## src/rtl/cvxif_issue_arbiter.sv

```systemverilog
`default_nettype none
// ============================================================================
// Module   : cvxif_issue_arbiter
// Function : Round-robin issue arbiter sharing one CVXIF coprocessor among
//            NUM_REQ requesters, with a slot table routing results back.
// Revision : 1.0 - initial release
// ============================================================================
module cvxif_issue_arbiter #(
  parameter int unsigned NUM_REQ  = 2,
  parameter int unsigned DEPTH    = 4,
  parameter int unsigned ID_WIDTH = 3,
  parameter int unsigned XLEN     = 64,
  localparam int unsigned SLOT_W  = $clog2(DEPTH),
  localparam int unsigned REQ_W   = (NUM_REQ > 1) ? $clog2(NUM_REQ) : 1
) (
  input  logic                         clk_i,
  input  logic                         rst_ni,
  input  logic [NUM_REQ-1:0]           req_issue_valid_i,
  output logic [NUM_REQ-1:0]           req_issue_ready_o,
  input  logic [NUM_REQ*32-1:0]        req_issue_instr_i,
  input  logic [NUM_REQ*ID_WIDTH-1:0]  req_issue_id_i,
  output logic                         req_issue_accept_o,
  output logic                         req_issue_writeback_o,
  input  logic [NUM_REQ-1:0]           req_flush_i,
  output logic [NUM_REQ-1:0]           req_result_valid_o,
  input  logic [NUM_REQ-1:0]           req_result_ready_i,
  output logic [ID_WIDTH-1:0]          req_result_id_o,
  output logic [XLEN-1:0]              req_result_data_o,
  output logic [4:0]                   req_result_rd_o,
  output logic                         req_result_we_o,
  output logic                         cop_issue_valid_o,
  input  logic                         cop_issue_ready_i,
  output logic [31:0]                  cop_issue_instr_o,
  output logic [SLOT_W-1:0]            cop_issue_id_o,
  input  logic                         cop_issue_accept_i,
  input  logic                         cop_issue_writeback_i,
  input  logic                         cop_result_valid_i,
  output logic                         cop_result_ready_o,
  input  logic [SLOT_W-1:0]            cop_result_id_i,
  input  logic [XLEN-1:0]              cop_result_data_i,
  input  logic [4:0]                   cop_result_rd_i,
  input  logic                         cop_result_we_i,
  output logic [SLOT_W:0]              occupancy_o
);

  // Slot table
  logic [DEPTH-1:0]    r_slot_valid;
  logic [REQ_W-1:0]    r_slot_owner [DEPTH];
  logic [ID_WIDTH-1:0] r_slot_id    [DEPTH];

  // Arbitration / lock state
  logic [REQ_W-1:0]    r_rr;
  logic                r_lock;
  logic [REQ_W-1:0]    r_grant;
  logic [SLOT_W-1:0]   r_lock_slot;

  logic [31:0]         w_instr_arr [NUM_REQ];
  logic [ID_WIDTH-1:0] w_id_arr    [NUM_REQ];

  logic [SLOT_W-1:0]   w_free_slot;
  logic                w_full;
  logic                w_arb_found;
  logic [REQ_W-1:0]    w_arb_idx;
  logic [REQ_W:0]      w_cand;
  logic [REQ_W-1:0]    w_grant;
  logic                w_issue_hs;
  logic                w_alloc;
  logic [ID_WIDTH-1:0] w_grant_id;
  logic [REQ_W-1:0]    w_res_owner;
  logic                w_res_live;
  logic                w_res_free;
  logic [SLOT_W:0]     w_occ;

  generate
    for (genvar k = 0; k < NUM_REQ; k++) begin : g_req
      assign w_instr_arr[k]        = req_issue_instr_i[k*32 +: 32];
      assign w_id_arr[k]           = req_issue_id_i[k*ID_WIDTH +: ID_WIDTH];
      assign req_issue_ready_o[k]  = w_issue_hs && (w_grant == REQ_W'(k));
      assign req_result_valid_o[k] = w_res_live && cop_result_valid_i
                                     && (w_res_owner == REQ_W'(k));
    end
  endgenerate

  // Lowest-index free slot, from registered state only
  always_comb begin
    w_free_slot = '0;
    for (int s = DEPTH - 1; s >= 0; s--) begin
      if (!r_slot_valid[s]) w_free_slot = SLOT_W'(s);
    end
  end

  assign w_full = &r_slot_valid;

  // Round-robin search starting at r_rr, wrapping past NUM_REQ-1
  always_comb begin
    w_arb_found = 1'b0;
    w_arb_idx   = '0;
    w_cand      = '0;
    for (int i = 0; i < NUM_REQ; i++) begin
      w_cand = {1'b0, r_rr} + (REQ_W+1)'(i);
      if (w_cand >= (REQ_W+1)'(NUM_REQ)) w_cand = w_cand - (REQ_W+1)'(NUM_REQ);
      if (!w_arb_found && req_issue_valid_i[w_cand[REQ_W-1:0]]) begin
        w_arb_found = 1'b1;
        w_arb_idx   = w_cand[REQ_W-1:0];
      end
    end
  end

  // A locked issue keeps its grant and slot even if the table changes meanwhile
  assign w_grant           = r_lock ? r_grant : w_arb_idx;
  assign cop_issue_valid_o = r_lock || (w_arb_found && !w_full);
  assign cop_issue_id_o    = r_lock ? r_lock_slot : w_free_slot;
  assign cop_issue_instr_o = w_instr_arr[w_grant];
  assign w_grant_id        = w_id_arr[w_grant];

  assign w_issue_hs            = cop_issue_valid_o && cop_issue_ready_i;
  assign req_issue_accept_o    = cop_issue_accept_i;
  assign req_issue_writeback_o = cop_issue_writeback_i;
  assign w_alloc = w_issue_hs && cop_issue_accept_i && cop_issue_writeback_i
                   && !req_flush_i[w_grant];

  // Results for invalid or just-flushed slots are swallowed here
  assign w_res_owner        = r_slot_owner[cop_result_id_i];
  assign w_res_live         = r_slot_valid[cop_result_id_i] && !req_flush_i[w_res_owner];
  assign cop_result_ready_o = w_res_live ? req_result_ready_i[w_res_owner] : 1'b1;
  assign w_res_free         = cop_result_valid_i && cop_result_ready_o;

  assign req_result_id_o   = r_slot_id[cop_result_id_i];
  assign req_result_data_o = cop_result_data_i;
  assign req_result_rd_o   = cop_result_rd_i;
  assign req_result_we_o   = cop_result_we_i;

  always_comb begin
    w_occ = '0;
    for (int s = 0; s < DEPTH; s++) begin
      w_occ = w_occ + (SLOT_W+1)'(r_slot_valid[s]);
    end
  end

  assign occupancy_o = w_occ;

  always_ff @(posedge clk_i or negedge rst_ni) begin
    if (!rst_ni) begin
      r_rr         <= '0;
      r_lock       <= 1'b0;
      r_grant      <= '0;
      r_lock_slot  <= '0;
      r_slot_valid <= '0;
      for (int s = 0; s < DEPTH; s++) begin
        r_slot_owner[s] <= '0;
        r_slot_id[s]    <= '0;
      end
    end else begin
      if (w_issue_hs) begin
        r_lock <= 1'b0;
        r_rr   <= (w_grant == REQ_W'(NUM_REQ - 1)) ? '0 : w_grant + 1'b1;
      end else if (cop_issue_valid_o && !r_lock) begin
        r_lock      <= 1'b1;
        r_grant     <= w_grant;
        r_lock_slot <= w_free_slot;
      end
      // Clears first; an allocation only ever lands on a slot free at cycle start
      for (int s = 0; s < DEPTH; s++) begin
        if (r_slot_valid[s] && req_flush_i[r_slot_owner[s]]) r_slot_valid[s] <= 1'b0;
        if (w_res_free && (cop_result_id_i == SLOT_W'(s))) r_slot_valid[s] <= 1'b0;
        if (w_alloc && (cop_issue_id_o == SLOT_W'(s))) begin
          r_slot_valid[s] <= 1'b1;
          r_slot_owner[s] <= w_grant;
          r_slot_id[s]    <= w_grant_id;
        end
      end
    end
  end

endmodule
`default_nettype wire

```

## config.mk

```make
export PLATFORM = sky130hd
export DESIGN_NAME = cvxif_issue_arbiter
export DESIGN_NICKNAME = d
export VERILOG_FILES = /design/src/rtl/cvxif_issue_arbiter.sv
export SDC_FILE = /design/constraint.sdc
export NUM_CORES = 1
export LEC_CHECK = 0
export ABC_AREA = 0
export ABC_CLOCK_PERIOD_IN_PS = 1800
export CAP_MARGIN = 20
export CORE_AREA = 2 2 105 107
export DETAILED_ROUTE_END_ITERATION = 8
export DIE_AREA = 0 0 107 109
export GPL_TIMING_DRIVEN = 0
export PLACE_DENSITY = 0.8
export SYNTH_ARGS = -nofsm -noshare
export SYNTH_HDL_FRONTEND = slang
export SYNTH_SLANG_ARGS = --single-unit
```

## constraint.sdc

```tcl
create_clock -name clk_i -period 1.8 [get_ports clk_i]
set_input_delay 0.18 -clock clk_i [delete_from_list [all_inputs] [get_ports clk_i]]
set_output_delay 0.18 -clock clk_i [all_outputs]
set_load 0.01 [all_outputs]
```

==> flow_metrics.tcl, run 1 <==
set metrics [dict create \
    max_freq_mhz 485.9 \
    utilization_pct 53.27 \
    whs_ns 0.1275 \
    rsz0062_at_grt "true" \
    dr.pass1.iters 4 \
    crit_path_end_kind "flop" \
    r2r_start "r_slot_valid[1]" \
    htree_levels 1 \
    area_growth_syn_to_layout_pct 134.0 \
    crit_type "flop to flop" \
    yosys_warnings 0 \
    critPathCapture "r_slot_id[1]" \
    die_w_um 107 \
    portBuffers 199 \
    diodes 0 \
    worst_pin_slew_ns 0.3509 \
    cts_buffers 3 \
    wl_met1_mm 3.510 \
    slew_headroom_pct 76.54 \
    grt_pass1_wl_mm 14.30 \
    period_share_pct 114.3 \
    drt_drc_violations_left 0 \
    synth_flop_cell "dfrtp_1" \
    fin_ws_ns -0.2579 \
    cp_max_fo 5 \
    holdCritPathClass "input port to async pin" \
    rr_worst_depth 8 \
    avgRoutedWirePerCell_um 14.51 \
    core-area_um2 10600 \
    dp_slack_ns -1.189 \
    drv_cap 0 \
    grt_max_degree 26 \
    dp_hpwl_mm 7.270 \
    synth_edf_count 0 \
    wl_mm 10.11 \
    postSynthCellCount 300 \
    cp_data_required_time_ns 1.96 \
    internal-power_uw 1788 \
    clock_latency_ns 0.27 \
    antenna_found_initial 0 \
    switching_share_pct 32.85 \
    io_pins 272 \
    drtIter0Drc 63 \
    synth_nets 458 \
    synth_seq_cells 25 \
    ant_nets 0 \
    cts_tree "done" \
    fillers 911 \
    dr_total_vias 2987 \
    combPwrFrac_pct 62.4 \
    cts_root_buf "clkbuf_8" \
    slew_viol_final 0 \
    drive_gt1_share_pct 54.94 \
    hold_viol 0 \
    grt_use_total_pct 15.25 \
    status "finished with violations" \
    power_frac_seq_pct 24.9 \
    syn_avg_cell_area_um2 8.045 \
    synth-async-reset-ratio_pct 100.0 \
    switching_power_uw 875.0 \
    nNetsFinal 716 \
    grt_pass1_vias 3032 \
    start_util_pct 22.76 \
    wl_met3_um 567 \
    layout_commonest_cell "clkdlybuf4s50_1" \
    power.density_nw_per_um2 471.6 \
    cts_hold_buf 0 \
    fin_crit_ns 2.058 \
    die_h_um 109 \
    highest_layer "met4" \
    seq_area_frac_synth_pct 25.92 \
    row_count 38 \
    critPathLaunchType "flop" \
    clock_skew_ns 0.005409 \
    cp.arrival_ns 2.22 \
    cts_sinks 25 \
    layout_common_cells "clkdlybuf4s50_1, buf_4, nand2_2" \
    cts_max_path_buffers 2 \
    synth_area_um2 2414 \
    rrSetupSlack_ns -0.26 \
    gp_congestion 0.7579 \
    dieArea_um2 11660 \
    violations "setup timing" \
    clkPwrFrac_pct 12.7 \
    vias_per_cell 4.286 \
    synth_cell_types 34 \
    finalSetupViolCount 58 \
    rr_endpoint "r_slot_id[1]" \
    cellLeakagePower_uw 0.002778 \
    peakVddDrop_mv 0.2802 \
    dr_wl_met2_mm 5.907 \
    overflow 0 \
    crit_start "r_slot_valid[1]" \
    clkTransAtPathRegs_ns 0.09 \
]
==> layer usage <==
metal | up-vias | track usage (%)
met1 | 1416 | 16.73
met2 | 142 | 30.80
met4 | 0 | 2.319
met3 | 12 | 2.750
li1 | 1417 | -
met5 | - | 0
==> how the worst min path moves through the flow <==
stage / from / end / slack (ns) / cells after the start
floorplan: rst_ni / r_grant / -0.12 / 0
global placement: r_rr / r_rr / 0.46 / 1
detailed placement: r_rr / r_rr / 0.47 / 1
CTS: cop_result_id_i[1] / r_slot_valid[1] / 0.36 / 3
global route: rst_ni / r_slot_id[4] / 0.13 / 1
finish: rst_ni / r_slot_id[9] / 0.13 / 1
==> state kept, by name, indices dropped and copies added (netlist names) <==
register	flops
r_slot_valid	4
r_slot_owner	4
r_grant	1
r_lock	1
r_rr	1
r_lock_slot	2
r_slot_id	12
==> synth_stat cells, drive strengths merged, types with 2 or more instances <==
cell | instances | area share, %
a211oi | 2 | 1.1
buf | 73 | 23
clkbuf | 9 | 1.4
dfrtp | 25 | 26
ha | 3 | 1.6
inv | 6 | 0.93
mux2 | 22 | 10
mux2i | 7 | 2.9
mux4 | 4 | 3.7
nand2 | 116 | 18
nand2b | 2 | 0.52
nand4b | 3 | 1.6
nor2 | 5 | 0.78
nor2b | 2 | 0.83
o211ai | 4 | 1.2
o21ai | 2 | 0.41
==> stage by stage <==
| stage | TNS (ns) | total power, uW | cell area [um2] | cells |
|---|---|---|---|---|
| 2_1_floorplan | 0 | 1214 | 2414 | 300 |
| 3_3_place_gp | -48.83 | 1869 | 4581 | 639 |
| 3_5_place_dp | -50.69 | 1899 | 4581 | 639 |
| 4_1_cts | -6.168 | 2503 | 5268 | 686 |
| 5_1_grt | -12.35 | 2822 | 5648 | 697 |
| 6_report | -8.078 | 2663 | 5648 | 697 |
==> worst max-delay path: stages (launching register included) <==
cell and delay, ns:
dfrtp_1 0.42, buf_6 0.14, ha_4 0.15, nand4b_1 0.17
o311ai_4 0.15, a211oi_4 0.27, buf_4 0.18, nand4_4 0.14
mux2_4 0.34
==> kinds of logic (layout without fill, tap and decap cells) <==
| family | count (synthesis) | after routing | synth area share, % |
|---|---|---|---|
| AO/OA/AOI/OAI | 14 | 14 | 5.184 |
| adder cells (fa/ha/maj) | 4 | 4 | 2.385 |
| buffers and inverters | 88 | 345 | 25.04 |
| flip-flops | 25 | 25 | 25.92 |
| multiplexers | 33 | 33 | 16.90 |
| AND/OR/NAND/NOR | 136 | 136 | 24.57 |
==> repair_timing <==
action / 4_1_cts / 5_1_grt
setup endpoints to repair: 67 / 66
setup buffers: 39 / 10
gates cloned: 5 / 2
gates resized for setup: 293 / 87
pin swaps: 25 / 66
==> final cells by class <==
type,instances,area [um2],area share [%]
plain buffers,82,706.9,12.52
clock buffers,3,41.29,0.7311
clock inverters,1,7.507,0.1329
inverters,6,22.52,0.3988
multi-input cells,187,1609,28.49
flip-flops and latches,25,625.6,11.08
well taps,140,175.2,3.101
repair buffers,253,2460,43.55
==> power by group through the flow <==
stage                     registers, uW  clock network, uW  logic, uW
final                               662                339       1660
after detailed placement            675                  0       1220
after global placement              668                  0       1200
after global routing                668                380       1770
after CTS                           661                351       1490
after floorplan                     661                  0        553
Power figures use the tool's default switching activity.
==> run 2, diff against run 1 <==
--- a/config.mk
+++ b/config.mk
@@ -8,11 +8,13 @@
 export ABC_AREA = 0
 export ABC_CLOCK_PERIOD_IN_PS = 1800
 export CAP_MARGIN = 20
-export CORE_AREA = 2 2 105 107
+export CELL_PAD_IN_SITES_DETAIL_PLACEMENT = 0
+export CELL_PAD_IN_SITES_GLOBAL_PLACEMENT = 1
+export CORE_MARGIN = 2
+export CORE_UTILIZATION = 16
 export DETAILED_ROUTE_END_ITERATION = 8
-export DIE_AREA = 0 0 107 109
 export GPL_TIMING_DRIVEN = 0
-export PLACE_DENSITY = 0.8
+export PLACE_DENSITY = 0.87
 export SYNTH_ARGS = -nofsm -noshare
 export SYNTH_HDL_FRONTEND = slang
 export SYNTH_SLANG_ARGS = --single-unit
==> run 2 against run 1 <==
- the flow still finishes with violations (setup timing)
- flip-flop and latch count is the same
- maximum frequency grew 3.4%
- critical endpoint is now r_slot_id[10]
- worst setup slack gained 0.068 ns
- first-iteration DRC count shrank 62%
- utilization shrank 14 points
- final cell count grew 4.6%
- critical path depth is the same
- combinational power is essentially flat
- sequential share of layout area shrank 0.11 points
- clock power grew 45%
- wire length grew 3.6%
- critical path type unchanged
- power grew 6.6%
==> flow_metrics.tcl, run 2 (synthesis results as in run 1) <==
set metrics [dict create \
    drt_drc_violations_left 0 \
    dr.pass1.iters 4 \
    drv_cap 0 \
    antenna_found_initial 0 \
    grt_max_degree 26 \
    layout_common_cells "clkdlybuf4s50_1, buf_4, nand2_2" \
    cp.arrival_ns 2.13 \
    wl_mm 10.48 \
    status "finished with violations" \
    diodes 0 \
    die_h_um 126.8 \
    io_pins 272 \
    die_w_um 126.8 \
    layout_commonest_cell "clkdlybuf4s50_1" \
    crit_type "flop to flop" \
    cp_max_fo 5 \
    grt_pass1_vias 2869 \
    cellLeakagePower_uw 0.002728 \
    clkTransAtPathRegs_ns 0.06 \
    cts_buffers 3 \
    grt_pass1_wl_mm 14.86 \
    top_regs "r_slot_id: 12 flops, r_slot_owner: 4 flops, r_slot_valid: 4 flops" \
    period_share_pct 110.6 \
    avgRoutedWirePerCell_um 14.37 \
    cts_max_path_buffers 2 \
    largest_reg_flops 12 \
    nNetsFinal 704 \
    hold_viol 0 \
    overflow 0 \
    crit_path_end_kind "flop" \
    vias_per_cell 3.900 \
    finalSetupViolCount 54 \
    htree_levels 1 \
    start_util_pct 16.48 \
    drive_gt1_share_pct 53.39 \
    dr_total_vias 2843 \
    stdcell_area_um2 5704 \
    clock_skew_ns 0.001628 \
    drtIter0Drc 24 \
    violations "setup timing" \
    gp_congestion 0.7157 \
    cts_sinks 25 \
    cts_hold_buf 0 \
    dp_hpwl_mm 7.729 \
    grt_use_total_pct 11.52 \
    cts_tree "done" \
    clock_latency_ns 0.26 \
    row_count 44 \
    utilization_pct 38.95 \
    cts_root_buf "clkbuf_16" \
    power.density_nw_per_um2 497.7 \
    cp_data_required_time_ns 1.94 \
    fin_tns_setup_ns -5.409 \
    slew_headroom_pct 76.26 \
    total_power_uw 2839 \
    dpl_cell_area_um2 4636 \
    holdCritPathClass "input port to async pin" \
    rsz0062_at_grt "true" \
    portBuffers 199 \
    fin_ws_ns -0.1902 \
    area_growth_syn_to_layout_pct 136.3 \
    core-area_um2 14640 \
    ant_nets 0 \
    critPathLaunchType "flop" \
    worst_pin_slew_ns 0.3549 \
    fin_crit_ns 1.990 \
    peakVddDrop_mv 0.3821 \
    dieArea_um2 16080 \
    max_freq_mhz 502.5 \
    slew_viol_final 0 \
    top_register "r_slot_id" \
]
-- run 2: final timing paths --
kind / from / end / slack [ns] / depth (start not counted)
max: r_slot_valid[1] / r_slot_id[10] / -0.19 / 8
min: rst_ni / r_slot_id[8] / 0.19 / 1
max reg2reg: r_slot_valid[1] / r_slot_id[10] / -0.19 / 8
min reg2reg: r_rr / r_rr / 0.50 / 1
max in group asynchronous: rst_ni / r_lock / 1.17 / 2
min in group clk_i: cop_result_id_i[1] / r_slot_valid[1] / 0.37 / 3
-- run 2: critical path: stages, from the launching register on --
cell	delay (ns)
dfrtp_1	0.40
buf_6	0.13
ha_4	0.15
nand4b_1	0.15
o311ai_4	0.15
a211oi_4	0.22
buf_6	0.17
nand4bb_4	0.17
mux2_4	0.34
-- run 2: final cells by class --
type / instances / area (um2)
fillers: 1470 / 8940
repair buffers: 241 / 2376
multi-input cells: 187 / 1639
plain buffers: 82 / 732.0
flip-flops and latches: 25 / 625.6
well taps: 184 / 230.2
clock buffers: 4 / 78.83
inverters: 6 / 22.52
-- run 2: metal layers --
metal / vias up / GRT usage, % / wire, um
li1: 1395 / - / -
met1: 1316 / 14.18 / 4173
met2: 128 / 21.44 / 5608
met3: 4 / 2.404 / 664
met4: 0 / 0.9696 / 29
met5: - / 0 / 0
-- run 2: through the flow --
stage               worst slack (ns)  instances  hold WS (ns)
floorplan                    0.04936        300       -0.1156
global placement              -1.307        683        0.4558
detailed placement            -1.250        683        0.4757
CTS                          -0.1995        722        0.3800
global route                 -0.2675        729        0.2073
finish                       -0.1902        729        0.1910
-- run 2: timing repair --
action	CTS	global route
endpoints found under the hold margin	0	0
cloned	4	3
pin swaps	23	56
gates resized for setup	272	104
setup endpoints to repair	63	61
buffers inserted	31	8
-- run 2: power by group --
part	switching, uW	total (uW)	internal (uW)
registers	39.7	666	626
logic	669	1680	1010
clock network	187	490	303
total	896	2840	1940
==> run 3, diff against run 2 <==
--- a/config.mk
+++ b/config.mk
@@ -8,13 +8,14 @@
 export ABC_AREA = 0
 export ABC_CLOCK_PERIOD_IN_PS = 1800
 export CAP_MARGIN = 20
-export CELL_PAD_IN_SITES_DETAIL_PLACEMENT = 0
-export CELL_PAD_IN_SITES_GLOBAL_PLACEMENT = 1
+export CELL_PAD_IN_SITES_DETAIL_PLACEMENT = 2
+export CELL_PAD_IN_SITES_GLOBAL_PLACEMENT = 2
 export CORE_MARGIN = 2
-export CORE_UTILIZATION = 16
+export CORE_UTILIZATION = 11
 export DETAILED_ROUTE_END_ITERATION = 8
 export GPL_TIMING_DRIVEN = 0
-export PLACE_DENSITY = 0.87
+export PLACE_DENSITY = 0.83
+export SETUP_SLACK_MARGIN = 0.15
 export SYNTH_ARGS = -nofsm -noshare
 export SYNTH_HDL_FRONTEND = slang
 export SYNTH_SLANG_ARGS = --single-unit
==> run 3 against run 2 <==
- the run still ends with setup timing left
- maximum frequency down 1.0%
- global-route usage down 1.4 points
- die area up 44%
- final cell count up 15%
- critical path type unchanged
- highest routed layer unchanged
==> flow_metrics.tcl, run 3 (synthesis results as in run 1) <==
set metrics [dict create \
    worst_pin_slew_ns 0.4999 \
    rr_endpoint "r_slot_id[11]" \
    top_register "r_slot_id" \
    rrSetupSlack_ns -0.21 \
    cts_root_buf "clkbuf_16" \
    dieArea_um2 23140 \
    critPathLaunchType "flop" \
    antenna_found_initial 0 \
    grt_max_degree 18 \
    clkTransAtPathRegs_ns 0.06 \
    avgRoutedWirePerCell_um 15.54 \
    portBuffers 199 \
    finalSetupViolCount 56 \
    fin_tns_setup_ns -6.054 \
    period_share_pct 111.7 \
    gp_congestion 0.7353 \
    cp_max_fo 5 \
    drtIter0Drc 69 \
    layout_common_cells "clkdlybuf4s50_1, buf_4, nand2_1" \
    cp_cell_sequence "buf_6 > nor2b_4 > a22oi_2 > buf_12 > buf_8 > a211oi_4 > buf_6 > nand4bb_4 > mux2_4" \
    r2r_start "r_lock" \
    slew_headroom_pct 66.57 \
    top_regs "r_slot_id: 12 flops, r_slot_owner: 4 flops, r_slot_valid: 4 flops" \
    wl_mm 13.05 \
    dp_slack_ns -1.278 \
    drive_gt1_share_pct 53.75 \
    violations "setup timing" \
    nNetsFinal 719 \
    core-area_um2 21690 \
    cp_data_required_time_ns 1.94 \
    overflow 0 \
    rsz0062_at_grt "true" \
    cpMaxStageDelayCell "dfrtp_1" \
    largest_reg_flops 12 \
    dr_total_vias 3026 \
    cellLeakagePower_uw 0.002788 \
    slew_viol_final 0 \
    diodes 0 \
    io_pins 272 \
    power.density_nw_per_um2 488.5 \
    clock_latency_ns 0.26 \
    status "finished with violations" \
    peakVddDrop_mv 0.2919 \
    drv_cap 0 \
    stdcell_count 840 \
    start_util_pct 11.13 \
    max_freq_mhz 497.3 \
    cts_max_path_buffers 2 \
    die_h_um 152.1 \
    cts_sinks 25 \
    drt_drc_violations_left 0 \
    row_count 54 \
    clock_skew_ns 0.002336 \
    crit_path_end_kind "flop" \
    holdCritPathClass "input port to async pin" \
    fin_crit_ns 2.011 \
    htree_levels 1 \
    grt_use_total_pct 10.11 \
    ant_nets 0 \
    crit_type "flop to flop" \
    cts_hold_buf 0 \
    place_inst 780 \
    critPathMaxStageDelay_ns 0.37 \
    cp.arrival_ns 2.16 \
    cts_buffers 3 \
    area_growth_syn_to_layout_pct 147.2 \
    vias_per_cell 3.602 \
    layout_commonest_cell "clkdlybuf4s50_1" \
    whs_ns 0.2548 \
    hold_viol 0 \
    grt_pass1_wl_mm 18.68 \
    cp_common_cell "buf_6" \
    dp_hpwl_mm 9.466 \
    die_w_um 152.1 \
    fin_ws_ns -0.2111 \
    cts_tree "done" \
    grt_pass1_vias 3329 \
    fillers 2429 \
    dr.pass1.iters 4 \
    total_power_uw 2915 \
    rr_worst_depth 9 \
]
## run 3: per-layer routing
layer / track usage [%] / up-vias / part of all wire (%)
li1: - / 1419 / -
met4: 1.291 / 0 / 1.8
met3: 2.567 / 16 / 6.1
met2: 19.67 / 132 / 56
met1: 11.27 / 1459 / 37
met5: 0 / - / 0
## run 3: metrics by stage
step,utilization [%],area (um2)
6_report,27.51,5967
5_1_grt,27.51,5967
4_1_cts,25.35,5498
3_5_place_dp,22.13,4800
3_3_place_gp,22.00,4772
2_1_floorplan,-,2430
## run 3: layout make-up
| cell class | instances | area, um2 | share of cell area (%) |
|---|---|---|---|
| plain buffers | 82 | 706.9 | 11.85 |
| multi-input cells | 187 | 1619 | 27.13 |
| well taps | 280 | 350.3 | 5.871 |
| inverters | 6 | 22.52 | 0.3774 |
| clock inverters | 1 | 7.507 | 0.1258 |
| flip-flops and latches | 25 | 628.1 | 10.53 |
| clock buffers | 3 | 75.07 | 1.258 |
| repair buffers | 256 | 2557 | 42.86 |
## run 3: timing repair
action / in CTS / in global routing
endpoints found under the hold margin: 0 / 0
cloned: 4 / 2
endpoints found under the setup margin: 70 / 66
setup buffers: 38 / 12
resized for setup: 285 / 95
pin swaps: 25 / 40
## run 3: power by group
group          internal, uW  switching (uW)
sequential              626            38.4
combinational          1060             699
clock                   301             195
total                  1980             932
## run 3: worst max path at each step
stage               slack, ns                    end                  from  cells after the start
floorplan                0.05           r_slot_id[3]                r_lock                      6
global placement        -1.19  cop_issue_instr_o[25]  req_issue_valid_i[0]                      7
detailed placement      -1.28  cop_issue_instr_o[25]  req_issue_valid_i[0]                      7
CTS                     -0.20          r_slot_id[11]       r_slot_valid[0]                      8
global route            -0.28          r_slot_id[11]       r_slot_valid[1]                      8
finish                  -0.21          r_slot_id[11]                r_lock                      9
## run 3: critical path, delay by kind of cell, from the launching register on
kind                   cells  cell delay, ns
buffers and inverters      4            0.58
and+or+nand+nor            2            0.32
AOI/OAI and AO/OA          2            0.29
muxes                      1            0.34
DFF                        1            0.37
